$ cat config.mk
export PLATFORM = sky130hd
export DESIGN_NAME = ripple_count_capture
export DESIGN_NICKNAME = d
export VERILOG_FILES = /design/src/rtl/ripple_capture_pkg.sv /design/src/rtl/sync_2ff.sv /design/src/rtl/ripple_count_capture.sv
export SDC_FILE = /design/constraint.sdc
export NUM_CORES = 1
export LEC_CHECK = 0
export CORE_MARGIN = 2
export CORE_UTILIZATION = 50
export DETAILED_ROUTE_END_ITERATION = 10
export DONT_BUFFER_PORTS = 1
export GPL_TIMING_DRIVEN = 0
export MAX_ROUTING_LAYER = met4
export PLACE_DENSITY = 0.68
export SLEW_MARGIN = 10
export SYNTH_ARGS = -nofsm -noshare
export SYNTH_HDL_FRONTEND = slang
export SYNTH_SLANG_ARGS = --single-unit
$ cat constraint.sdc
create_clock -name Clk -period 2.3 [get_ports Clk]
set_input_delay 0.345 -clock Clk [delete_from_list [all_inputs] [get_ports Clk]]
set_output_delay 0.345 -clock Clk [all_outputs]
set_load 0.01 [all_outputs]
$ cat src/rtl/ripple_capture_pkg.sv
// ripple_capture_pkg
//   Shared constants for ripple_count_capture: default bus widths, the
//   stability-filter depth, the stab_cnt width and the capture FSM encodings.
//   No ports.
package ripple_capture_pkg;

  localparam int CNT_W_DEF    = 4;
  localparam int EXT_W_DEF    = 4;
  localparam int STABLE_N_DEF = 2;

  // Wide enough for the largest legal STABLE_N (7).
  localparam int STAB_W = 3;

  localparam logic [0:0] ST_IDLE = 1'b0;
  localparam logic [0:0] ST_HOLD = 1'b1;

endpackage

$ cat src/rtl/sync_2ff.sv
// sync_2ff
//   Two-flop synchroniser for a bus that is asynchronous to clk. Each bit
//   is synchronised on its own, so the bus can still show mixed old/new
//   values for a cycle; the downstream stability filter deals with that.
// Ports:
//   clk    in   sampling clock, rising edge
//   rst_n  in   asynchronous active-low clear
//   d      in   [W]  asynchronous input bus
//   q      out  [W]  synchronised bus (second flop)
module sync_2ff #(
  parameter int W = 1
) (
  input  logic         clk,
  input  logic         rst_n,
  input  logic [W-1:0] d,
  output logic [W-1:0] q
);

  logic [W-1:0] sync1;

  always_ff @(posedge clk or negedge rst_n) begin
    if (!rst_n) begin
      sync1 <= '0;
      q     <= '0;
    end else begin
      sync1 <= d;
      q     <= sync1;
    end
  end

endmodule

$ cat src/rtl/ripple_count_capture.sv
// ripple_count_capture
//   Brings a 4-bit asynchronous ripple-counter bus into the Clk domain,
//   accepts a value only after STABLE_N equal consecutive samples, extends
//   it with a wrap counter and hands {ext, acc} snapshots to a consumer over
//   a valid/ready handshake.
// Ports:
//   Clk          in   system clock, rising edge
//   ClrN         in   asynchronous active-low reset
//   count_in     in   [CNT_W] ripple-counter output, asynchronous to Clk
//   capture_req  in   single-cycle snapshot request
//   value_out    out  [EXT_W+CNT_W] snapshot {ext, acc}
//   value_valid  out  snapshot held, waiting for value_ready
//   value_ready  in   consumer accepts the snapshot
//   wrap_pulse   out  one-cycle pulse when a wrap is detected
//   overrun      out  (RIPPLE_CAPTURE_OVERRUN_EN only) sticky flag, set when
//                     a capture_req is dropped in HOLD, cleared by the next
//                     completed handshake
// Optional feature macro: RIPPLE_CAPTURE_OVERRUN_EN
//
// Capture FSM:
//   state | meaning
//   IDLE  | no snapshot outstanding, waiting for capture_req
//   HOLD  | snapshot presented on value_out, waiting for value_ready
module ripple_count_capture
  import ripple_capture_pkg::*;
#(
  parameter int CNT_W    = CNT_W_DEF,
  parameter int EXT_W    = EXT_W_DEF,
  parameter int STABLE_N = STABLE_N_DEF   // legal range 1..7
) (
  input  logic                   Clk,
  input  logic                   ClrN,
  input  logic [CNT_W-1:0]       count_in,
  input  logic                   capture_req,
  output logic [EXT_W+CNT_W-1:0] value_out,
  output logic                   value_valid,
  input  logic                   value_ready,
  output logic                   wrap_pulse
`ifdef RIPPLE_CAPTURE_OVERRUN_EN
  ,
  output logic                   overrun
`endif
);

  localparam logic [STAB_W-1:0] STAB_MAX = STAB_W'(STABLE_N);

  logic [CNT_W-1:0]  sync2;
  logic [CNT_W-1:0]  prev;
  logic [STAB_W-1:0] stab_cnt;
  logic [STAB_W-1:0] stab_nxt;
  logic [CNT_W-1:0]  acc;
  logic [EXT_W-1:0]  ext;
  logic [0:0]        state;
  logic              acc_load;
  logic              acc_dec;

  sync_2ff #(
    .W (CNT_W)
  ) u_sync (
    .clk   (Clk),
    .rst_n (ClrN),
    .d     (count_in),
    .q     (sync2)
  );

  // The accept decision uses the post-edge stab_cnt value so that a value
  // settled before edge k is loaded into acc on edge k+1+STABLE_N.
  always_comb begin
    stab_nxt = stab_cnt;
    if (sync2 != prev) begin
      stab_nxt = STAB_W'(1);
    end else if (stab_cnt < STAB_MAX) begin
      stab_nxt = stab_cnt + 1'b1;
    end
  end

  assign acc_load = (stab_nxt == STAB_MAX) && (sync2 != acc);
  // Any numeric decrease, including a counter clear, is treated as a wrap.
  assign acc_dec  = acc_load && (sync2 < acc);

  always_ff @(posedge Clk or negedge ClrN) begin
    if (!ClrN) begin
      prev       <= '0;
      stab_cnt   <= '0;
      acc        <= '0;
      ext        <= '0;
      wrap_pulse <= 1'b0;
    end else begin
      prev       <= sync2;
      stab_cnt   <= stab_nxt;
      wrap_pulse <= acc_dec;
      if (acc_load) begin
        acc <= sync2;
      end
      if (acc_dec) begin
        ext <= ext + 1'b1;
      end
    end
  end

  // {ext, acc} are sampled as registers, so a same-cycle acc/ext update
  // (including a wrap) is not seen by the snapshot.
  always_ff @(posedge Clk or negedge ClrN) begin
    if (!ClrN) begin
      state       <= ST_IDLE;
      value_out   <= '0;
      value_valid <= 1'b0;
    end else if (state == ST_IDLE) begin
      if (capture_req) begin
        value_out   <= {ext, acc};
        value_valid <= 1'b1;
        state       <= ST_HOLD;
      end
    end else begin
      if (value_ready) begin
        if (capture_req) begin
          value_out <= {ext, acc};
        end else begin
          value_valid <= 1'b0;
          state       <= ST_IDLE;
        end
      end
    end
  end

`ifdef RIPPLE_CAPTURE_OVERRUN_EN
  // Set and clear cannot coincide: in HOLD value_valid is 1, so a handshake
  // requires value_ready, which excludes the set condition.
  always_ff @(posedge Clk or negedge ClrN) begin
    if (!ClrN) begin
      overrun <= 1'b0;
    end else if ((state == ST_HOLD) && capture_req && !value_ready) begin
      overrun <= 1'b1;
    end else if (value_valid && value_ready) begin
      overrun <= 1'b0;
    end
  end
`endif

endmodule

==> metrics.yaml, run 1 <==
clk_latency_ns: 0.33
layout-drive-gt1-share_pct: 33.05
antenna_cells: 0
path_depth: 7
min_period_ns: 2.254
synth_compound_area_share_pct: 3.828
port_buffers: 0
cp.arrival_ns: 2.48
synth.most_common_cell: "dfrtp_1"
cts_root_buffer: "clkbuf_4"
synth_adder_area_share_pct: 5.742
maxCapViolCount: 0
synth_top_family_by_area: "simple AND/OR/NAND/NOR gates"
synth_top_cell_by_area: "dfrtp_1"
numCtsBuffers: 5
antenna_found_initial: 0
detailed_place_hpwl_mm: 1.330
power_mw: 1.526
avgSynthCellArea_um2: 13.34
grt_overflow: 0
finalHoldViolCount: 0
first_pass_iters: 4
hp-class: "primary input to flop"
fin_crit_sh_pct: 97.99
grt_pass1_wl_mm: 3.270
clock_path_buffers: 2
rows: 18
gp_routability_congestion: 0.7756
path_clk_slew_ns: 0.09
worstMarginPinSlew_ns: 0.4733
yosys.area_share.xor_xnor_pct: 5.359
critical_path.max_fanout: 3
cts_sinks: 34
synth_top_area_share_pct: 65.07
core_um2: 2477
leakagePower_nw: 0.7454
max_freq_mhz: 443.7
num_vias: 769
dieArea_um2: 3040
skew_ns: 0.003177
dpl_cell_area_um2: 1345
area_delta_synth_final_pct: 22.78
cp-start-kind: "flop"
cp-end-kind: "flop"
crit_chain: "inv_2 -> ha_4 -> nand4_1 -> nand3_1 -> or4b_4 -> or3_4 -> mux2_4"
pre_cts_slack_ns: -0.1078
synth-edff-count: 0
grt_usage_pct: 17.30
synth.area.mux_share_pct: 8.038
path_buf_inv: 1
synth_common_cells: "dfrtp_1, mux2_2, inv_1"
setup.worst_path.class: "flop to flop"
fin_util_pct: 64.80
ant_nets: 0
wl_per_cell_um: 14.28
start_util_pct: 52.78
syn-num-nets: 112
synth-seq-area-share_pct: 65.07
synthesis.area_um2: 1308
cp_top_family: "simple AND/OR/NAND/NOR gates"
dieHeight_um: 55.14
hold_path_depth: 1
layout_setup_ws_ns: 0.04629
num_io_pins: 18
synthCells: 98
r2r_cells: 7
synth_flop_cell: "dfrtp_1"
final_nets: 131
vdd_ir_drop_max_mv: 0.5519
yosys.area_share.simple_pct: 9.282
synth_seq_cells: 34
cpMaxStageDelayCell: "or4b_4"
rsz0062_at_grt: "yes"
required_ns: 2.53
p_per_area_nw_per_um2: 950.3
grt_max_degree: 35
htreeDepth: 2
outcome: "finished clean"
setup_viol_count_final: 0
slew_violations: 0
viasPerCell: 5.196
cts_tree: "built"
synth_cell_types: 20
drt_wl_total_mm: 2.113
fin_area_um2: 1605
async_reset_ff_share_pct: 100.0
die_w_um: 55.14
yosys_warnings: 0
drc_errors: 0
first_global_vias: 783
drt_iter0_drc: 2
slew_headroom_pct: 68.45
max_stage_delay_ns: 0.56
synth_top_cells_by_area: "dfrtp_1, mux2_2, ha_1, xnor2_1, o21ai_0"
-- stage by stage --
step	hold slack (ns)	cells	setup TNS, ns
final	0.1129	148	0
after global routing	0.1063	148	-0.02988
after CTS	0.01811	144	-0.01720
after detailed placement	0.05006	128	-0.1078
after global placement	0.05011	128	-0.03080
after floorplan	0.04941	98	0
-- path summary, 6_finish.rpt --
kind / from / end / slack [ns]
min: capture_req / state / 0.11
max in group asynchronous: ClrN / u_sync.q[1] / 1.65
max: acc[3] / ext[1] / 0.05
min in group asynchronous: ClrN / ext[0] / 0.46
min reg2reg: u_sync.sync1[2] / u_sync.q[2] / 0.36
max reg2reg: acc[3] / ext[1] / 0.05
-- placed cells by master, fill, tap and decap left out --
master and n:
dfrtp_1 33, mux2_2 8, buf_4 7, o21ai_0 6, nand2_1 6, clkbuf_4 5, dlygate4sd3_1 5, xnor2_1 4
a21oi_1 4, nor2_1 4, nand2b_1 4, inv_2 4, ha_4 4, inv_1 3, xnor2_2 2, nand4_1 2
nand3_1 2, clkbuf_1 2, xor2_1 2, ha_1 2, or4b_4 1, or3_4 1, nor4b_2 1, mux2_4 1
nor4_2 1, clkbuf_8 1, clkinv_2 1, buf_12 1, dfrtp_2 1
-- state kept, by name (all words and copies together), names as in the netlist --
signal	cells
value_out	8
acc	4
ext	4
prev	4
u_sync.q	4
u_sync.sync1	4
stab_cnt	3
state	1
value_valid	1
wrap_pulse	1
-- worst register-to-register path, delay by kind of cell (launching register included) --
| family | cells | cell delay, ns |
|---|---|---|
| AND/OR/NAND/NOR | 4 | 1.18 |
| flip-flops | 1 | 0.39 |
| multiplexers | 1 | 0.30 |
| adder cells (fa/ha/maj) | 1 | 0.20 |
| buffers and inverters | 1 | 0.08 |
-- timing repair --
| item | CTS | global route |
|---|---|---|
| hold buffers | 2 | 4 |
| pin swaps | 3 | 6 |
| resized for setup | 3 | 13 |
| setup buffers | 6 | 1 |
| hold endpoints to repair | 34 | 4 |
| endpoints found under the setup margin | 1 | 3 |
-- layout make-up --
type	instances	area, um^2
clock inverter	1	5.005
multi-input combinational	55	503.0
fill	199	872.1
inverter	7	26.28
timing repair buffer	13	122.6
tap	30	37.54
clock buffer	7	55.05
buffer	1	3.754
sequential	34	852.1
-- report_power, final --
group          switching [mW]  internal [mW]
registers               0.126          0.722
clock network           0.187          0.148
logic                   0.155          0.187
-- cell families (layout without fill, tap and decap cells) --
group / after synthesis / count (layout)
fa+ha+maj: 6 / 6
compound gates: 10 / 10
flops: 34 / 34
simple gates: 22 / 22
buf+inv: 9 / 29
mux: 9 / 9
xor+xnor: 8 / 8
-- routing by layer --
layer  vias to the layer above  share of wire, %  GRT usage, %
li1                        374                 -             -
met1                       366                41         18.90
met2                        21                50         25.79
met3                         8               5.3         9.946
met4                         0               2.9         7.317
met5                         -                 0             -
(Power assumes the default switching activity.)
==> inputs of run 2 (changes only) <==
--- a/config.mk
+++ b/config.mk
@@ -5,6 +5,7 @@
 export SDC_FILE = /design/constraint.sdc
 export NUM_CORES = 1
 export LEC_CHECK = 0
+export CORE_ASPECT_RATIO = 1.75
 export CORE_MARGIN = 2
 export CORE_UTILIZATION = 50
 export DETAILED_ROUTE_END_ITERATION = 10
@@ -12,6 +13,7 @@
 export GPL_TIMING_DRIVEN = 0
 export MAX_ROUTING_LAYER = met4
 export PLACE_DENSITY = 0.68
+export SKIP_CTS_REPAIR_TIMING = 1
 export SLEW_MARGIN = 10
 export SYNTH_ARGS = -nofsm -noshare
 export SYNTH_HDL_FRONTEND = slang
==> run 2 against run 1 <==
The run now ends with setup timing left. Fmax fell by 3.0%. Largest power group unchanged. Power grew 6.0%. Critical path depth shrank 1. Critical endpoint unchanged. Clock-buffer cell count did not move. Sequential share of layout area increased by 1.6 points. Final cell count is 6.1% lower. Die area rose by 0.54%. Worst hold slack got worse by 0.025 ns. Register-to-register slack got worse by 0.07 ns. Worst setup slack got worse by 0.070 ns. Clock skew grew 0.0052 ns.
==> metrics.yaml, run 2 (synthesis gave the netlist of run 1 again) <==
outcome: "complete, but fails checks"
violations: "setup timing"
hp-class: "primary input to flop"
drt_iter0_drc: 17  # +15
layout-drive-gt1-share_pct: 30.09  # -3.0 points
layout_setup_ws_ns: -0.02329  # -0.06958 ns
drt_wl_total_mm: 2.107  # -0.28%
ant_nets: 0  # unchanged
pre_cts_slack_ns: -0.06037  # +0.04739 ns
startpoint: "u_sync.q[3]"
numCtsBuffers: 5  # unchanged
cts_sinks: 34  # unchanged
finalSetupTns_ns: -0.02329  # -0.02329 ns
dieArea_um2: 3056  # +0.54%
wl_per_cell_um: 15.16  # +6.2%
first_global_vias: 735  # -6.1%
worstMarginPinSlew_ns: 0.4613  # -0.01200 ns
start_util_pct: 52.46  # -0.32 points
grt_usage_pct: 15.56  # -1.7 points
final_cell_mix: "dfrtp_1, mux2_2"
fin_crit_sh_pct: 101.0  # +3.0 points
slew_violations: 0  # unchanged
cts_tree: "built"
r2r_cells: 6  # -1
cp-start-kind: "flop"
setup.worst_path.class: "flop to flop"
area_delta_synth_final_pct: 19.43
dpl_cell_area_um2: 1340  # -0.37%
setup_viol_count_final: 1  # +1
detailed_place_hpwl_mm: 1.385  # +4.1%
grt_max_degree: 35  # unchanged
finalHoldViolCount: 0  # unchanged
slew_headroom_pct: 69.25  # +0.80 points
first_pass_iters: 3  # -1
clk_latency_ns: 0.29  # -0.04 ns
p_per_area_nw_per_um2: 1036  # +9.0%
max_freq_mhz: 430.4  # -3.0%
dieHeight_um: 71.65  # +30%
port_buffers: 0  # unchanged
skew_ns: 0.008379  # +0.005203 ns
cts_root_buffer: "clkbuf_8"
min_period_ns: 2.323  # +0.06958 ns
num_vias: 759  # -1.3%
final_nets: 126  # -3.8%
largest_register: "value_out"
htreeDepth: 2  # unchanged
required_ns: 2.47  # -0.06 ns
cp-end-kind: "flop"
vdd_ir_drop_max_mv: 0.5354  # -3.0%
layout_commonest_cell: "dfrtp_1"
num_io_pins: 18  # unchanged
core_um2: 2492  # +0.61%
die_w_um: 42.66  # -23%
hold_start: "count_in[1]"
nFillCells: 196  # -1.5%
antenna_cells: 0  # unchanged
hold_path_depth: 0  # -1
rsz0062_at_grt: "yes"
drc_errors: 0  # unchanged
clock_path_buffers: 2  # unchanged
gp_routability_congestion: 0.7196  # -7.2%
leakagePower_nw: 0.7255  # -2.7%
r2r-start: "u_sync.q[3]"
path_clk_slew_ns: 0.07  # -0.02 ns
largest_register_ff_count: 8  # unchanged
rows: 24  # +6
grt_overflow: 0  # unchanged
maxCapViolCount: 0  # unchanged
grt_pass1_wl_mm: 3.263  # -0.21%
antenna_found_initial: 0  # unchanged
critical_path.max_fanout: 6  # +3
viasPerCell: 5.460  # +5.1%
cp.arrival_ns: 2.50  # +0.02 ns
fin_area_um2: 1562  # -2.7%
run 2: cell types whose count changed in the layout (fill, tap and decap cells not counted), sizes merged:
cell,delta
buf,-1
dlygate4sd3,-4
run 2: critical path, cell delays in order, from the launching register on:
cell and delay [ns]:
dfrtp_2 0.44, xnor2_1 0.19, nand4_1 0.16, or4b_4 0.58, buf_6 0.15, or3_4 0.39, mux2_4 0.30
run 2: final cells by class:
class	instances	area (um^2)	share of cell area (%)
clock inverters	1	5.005	0.3205
repair buffers	7	67.56	4.327
inverters	7	26.28	1.683
clock buffers	7	86.33	5.529
flip-flops and latches	34	853.3	54.65
multi-input cells	55	475.5	30.45
well taps	26	32.53	2.083
plain buffers	2	15.01	0.9615
run 2: per-layer routing:
metal  wire, um  vias up  part of all wire [%]  GRT usage, %
met3        113        9                   5.4         6.045
met2       1094       22                    52         22.73
met1        812      376                    39         16.75
li1           -      352                     -             -
met4         87        0                   4.1         11.46
met5          0        -                     0             -
run 2: final timing paths:
check | end | slack, ns
max | ext[1] | -0.02
min | u_sync.sync1[1] | 0.09
max reg2reg | ext[1] | -0.02
min reg2reg | u_sync.q[3] | 0.35
max in group asynchronous | u_sync.q[2] | 1.61
min in group asynchronous | value_out[4] | 0.49
run 2: through the flow:
step / hold WS [ns] / utilization, % / cells / power (mW)
2_1_floorplan: 0.04941 / - / 98 / 1.030
3_3_place_gp: 0.05008 / 53.77 / 124 / 1.076
3_5_place_dp: 0.05017 / 53.77 / 124 / 1.106
4_1_cts: -0.2623 / 57.43 / 132 / 1.556
5_1_grt: 0.07206 / 62.65 / 139 / 1.725
6_report: 0.08803 / 62.65 / 139 / 1.617
run 2: power breakdown:
group / switching (mW) / internal, mW
clock: 0.203 / 0.241
combinational: 0.152 / 0.178
sequential: 0.120 / 0.723
==> inputs of run 3 (changes only) <==
--- a/config.mk
+++ b/config.mk
@@ -8,6 +8,7 @@
 export CORE_ASPECT_RATIO = 1.75
 export CORE_MARGIN = 2
 export CORE_UTILIZATION = 50
+export CTS_BUF_LIST = sky130_fd_sc_hd__clkbuf_16
 export DETAILED_ROUTE_END_ITERATION = 10
 export DONT_BUFFER_PORTS = 1
 export GPL_TIMING_DRIVEN = 0
==> run 3 against run 2 <==
The run still ends with setup timing left. Global-route usage grew 0.11 points. Critical path type unchanged. Routed wire length shrank 0.19%. Fmax grew 0.96%. Register-to-register slack gained 0.02 ns. Clock skew shrank 0.0027 ns. Combinational power is essentially flat. Core utilization grew 1.5 points. Final cell count shrank 0.72%. Design area grew 2.4%. First-iteration DRC count shrank 24%. Power grew 10%.
==> metrics.yaml, run 3 (synthesis gave the netlist of run 1 again) <==
violations: "setup timing"
final_cell_mix: "dfrtp_1, mux2_2, xnor2_1, o21ai_0, nand2_1"
p_switching_uw: 496.2  # +4.4%
detailed_place_hpwl_mm: 1.385  # unchanged
htreeDepth: 2  # unchanged
hp-class: "primary input to flop"
layout_commonest_cell: "dfrtp_1"
grt_pass1_wl_mm: 3.249  # -0.43%
switching_share_pct: 27.77  # -1.6 points
area_delta_synth_final_pct: 22.30
wl_per_cell_um: 15.24  # +0.53%
numCtsBuffers: 5  # unchanged
gp_routability_congestion: 0.7196  # unchanged
slew_headroom_pct: 69.40  # +0.15 points
p_per_area_nw_per_um2: 1117  # +7.9%
cp-start-kind: "flop"
intPower_mw: 1.290  # +13%
r2r_cells: 8  # +2
start_util_pct: 52.46  # unchanged
first_global_vias: 736  # +0.14%
startpoint: "u_sync.q[0]"
die_w_um: 42.66  # unchanged
worstMarginPinSlew_ns: 0.4590  # -0.002311 ns
slew_violations: 0  # unchanged
min_period_ns: 2.301  # -0.02203 ns
finalHoldViolCount: 0  # unchanged
clock_path_buffers: 2  # unchanged
port_buffers: 0  # unchanged
dieArea_um2: 3056  # unchanged
p_comb_share_pct: 18.4  # -2.0 points
fin_crit_sh_pct: 100.1  # -0.96 points
clk_latency_ns: 0.28  # about the same
antenna_found_initial: 0  # unchanged
outcome: "complete, but fails checks"
grt_usage_pct: 15.67  # +0.11 points
seq_power_share_pct: 47.3  # -4.9 points
critical_path.max_fanout: 6  # unchanged
fin_area_um2: 1599  # +2.4%
core_um2: 2492  # unchanged
dieHeight_um: 71.65  # unchanged
cp-end-kind: "flop"
setup_viol_count_final: 1  # unchanged
skew_ns: 0.005667  # -0.002712 ns
path_clk_slew_ns: 0.05  # -0.02 ns
layout-drive-gt1-share_pct: 27.68  # -2.4 points
grt_max_degree: 35  # unchanged
first_pass_iters: 4  # +1
antenna_cells: 0  # unchanged
regArea_um2: 852.1  # -0.15%
largest_register: "value_out"
power_mw: 1.786  # +10%
layout_setup_ws_ns: -0.001259  # +0.02203 ns
vdd_ir_drop_max_mv: 0.6775  # +27%
max_freq_mhz: 434.5  # +0.96%
num_vias: 759  # unchanged
drc_errors: 0  # unchanged
num_io_pins: 18  # unchanged
hold_path_depth: 0  # unchanged
rows: 24  # unchanged
clkPwrFrac_pct: 34.3  # +6.9 points
cts_root_buffer: "clkbuf_16"
drt_wl_total_mm: 2.103  # -0.19%
leakagePower_nw: 0.7473  # +3.0%
nFillCells: 191  # -2.6%
setup.worst_path.class: "flop to flop"
dpl_cell_area_um2: 1340  # unchanged
hold_start: "count_in[0]"
grt_overflow: 0  # unchanged
required_ns: 2.46  # about the same
multi_input_area_um2: 475.5  # unchanged
r2r-start: "u_sync.q[0]"
drt_iter0_drc: 13  # -4
rsz0062_at_grt: "yes"
cts_sinks: 34  # unchanged
final_nets: 125  # -0.79%
largest_register_ff_count: 8  # unchanged
cp.arrival_ns: 2.46  # -0.04 ns
maxCapViolCount: 0  # unchanged
ant_nets: 0  # unchanged
viasPerCell: 5.500  # +0.72%
cts_tree: "built"
run 3: final cells by class:
type / count / area share (%)
flip-flops and latches: 34 / 53.29
multi-input cells: 55 / 29.73
clock buffers: 5 / 7.825
repair buffers: 6 / 3.756
well taps: 26 / 2.034
inverters: 7 / 1.643
plain buffers: 2 / 0.9390
clock inverters: 3 / 0.7825
run 3: power groups by stage:
| stage | Combinational, mW | Clock, mW | Sequential [mW] |
|---|---|---|---|
| final | 0.329 | 0.613 | 0.845 |
| after global routing | 0.376 | 0.656 | 0.867 |
| after CTS | 0.258 | 0.630 | 0.840 |
| after detailed placement | 0.255 | 0 | 0.851 |
| after global placement | 0.234 | 0 | 0.841 |
| after floorplan | 0.207 | 0 | 0.823 |
run 3: worst paths after layout:
check,slack [ns],to
worst min-delay path,0.1,u_sync.sync1[0]
worst max register to register,-0.001,ext[1]
worst max-delay path,-0.001,ext[1]
worst min register to register,0.35,u_sync.q[3]
max in group asynchronous,1.60,u_sync.q[3]
min in group asynchronous,0.51,value_out[4]
run 3: layer usage:
metal | vias up | GRT usage [%] | part of all wire, % | wire [um]
met5 | - | - | 0 | 0
met4 | 0 | 12.50 | 3.8 | 79
met3 | 6 | 6.045 | 5.8 | 122
met2 | 22 | 22.90 | 53 | 1111
met1 | 380 | 16.41 | 38 | 789
li1 | 351 | - | - | -
run 3: critical path, stage by stage (launching register included):
cell and delay (ns):
dfrtp_1 0.41, inv_2 0.10, ha_4 0.20, nand4_1 0.09, nand3_1 0.10, or4b_4 0.49, buf_6 0.15, or3_4 0.35
mux2_4 0.31
run 3: per-stage QoR:
| stage | setup slack (ns) | hold WS, ns | cells | TNS [ns] | utilization [%] |
|---|---|---|---|---|---|
| final | -0.001259 | 0.09698 | 138 | -0.001259 | 64.16 |
| after global routing | -0.05918 | 0.08639 | 138 | -0.05918 | 64.16 |
| after CTS | -0.06066 | -0.2460 | 132 | -0.06066 | 59.29 |
| after detailed placement | -0.06037 | 0.05017 | 124 | -0.06037 | 53.77 |
| after global placement | -0.04015 | 0.05008 | 124 | -0.04015 | 53.77 |
| after floorplan | 0.08024 | 0.04941 | 98 | 0 | - |
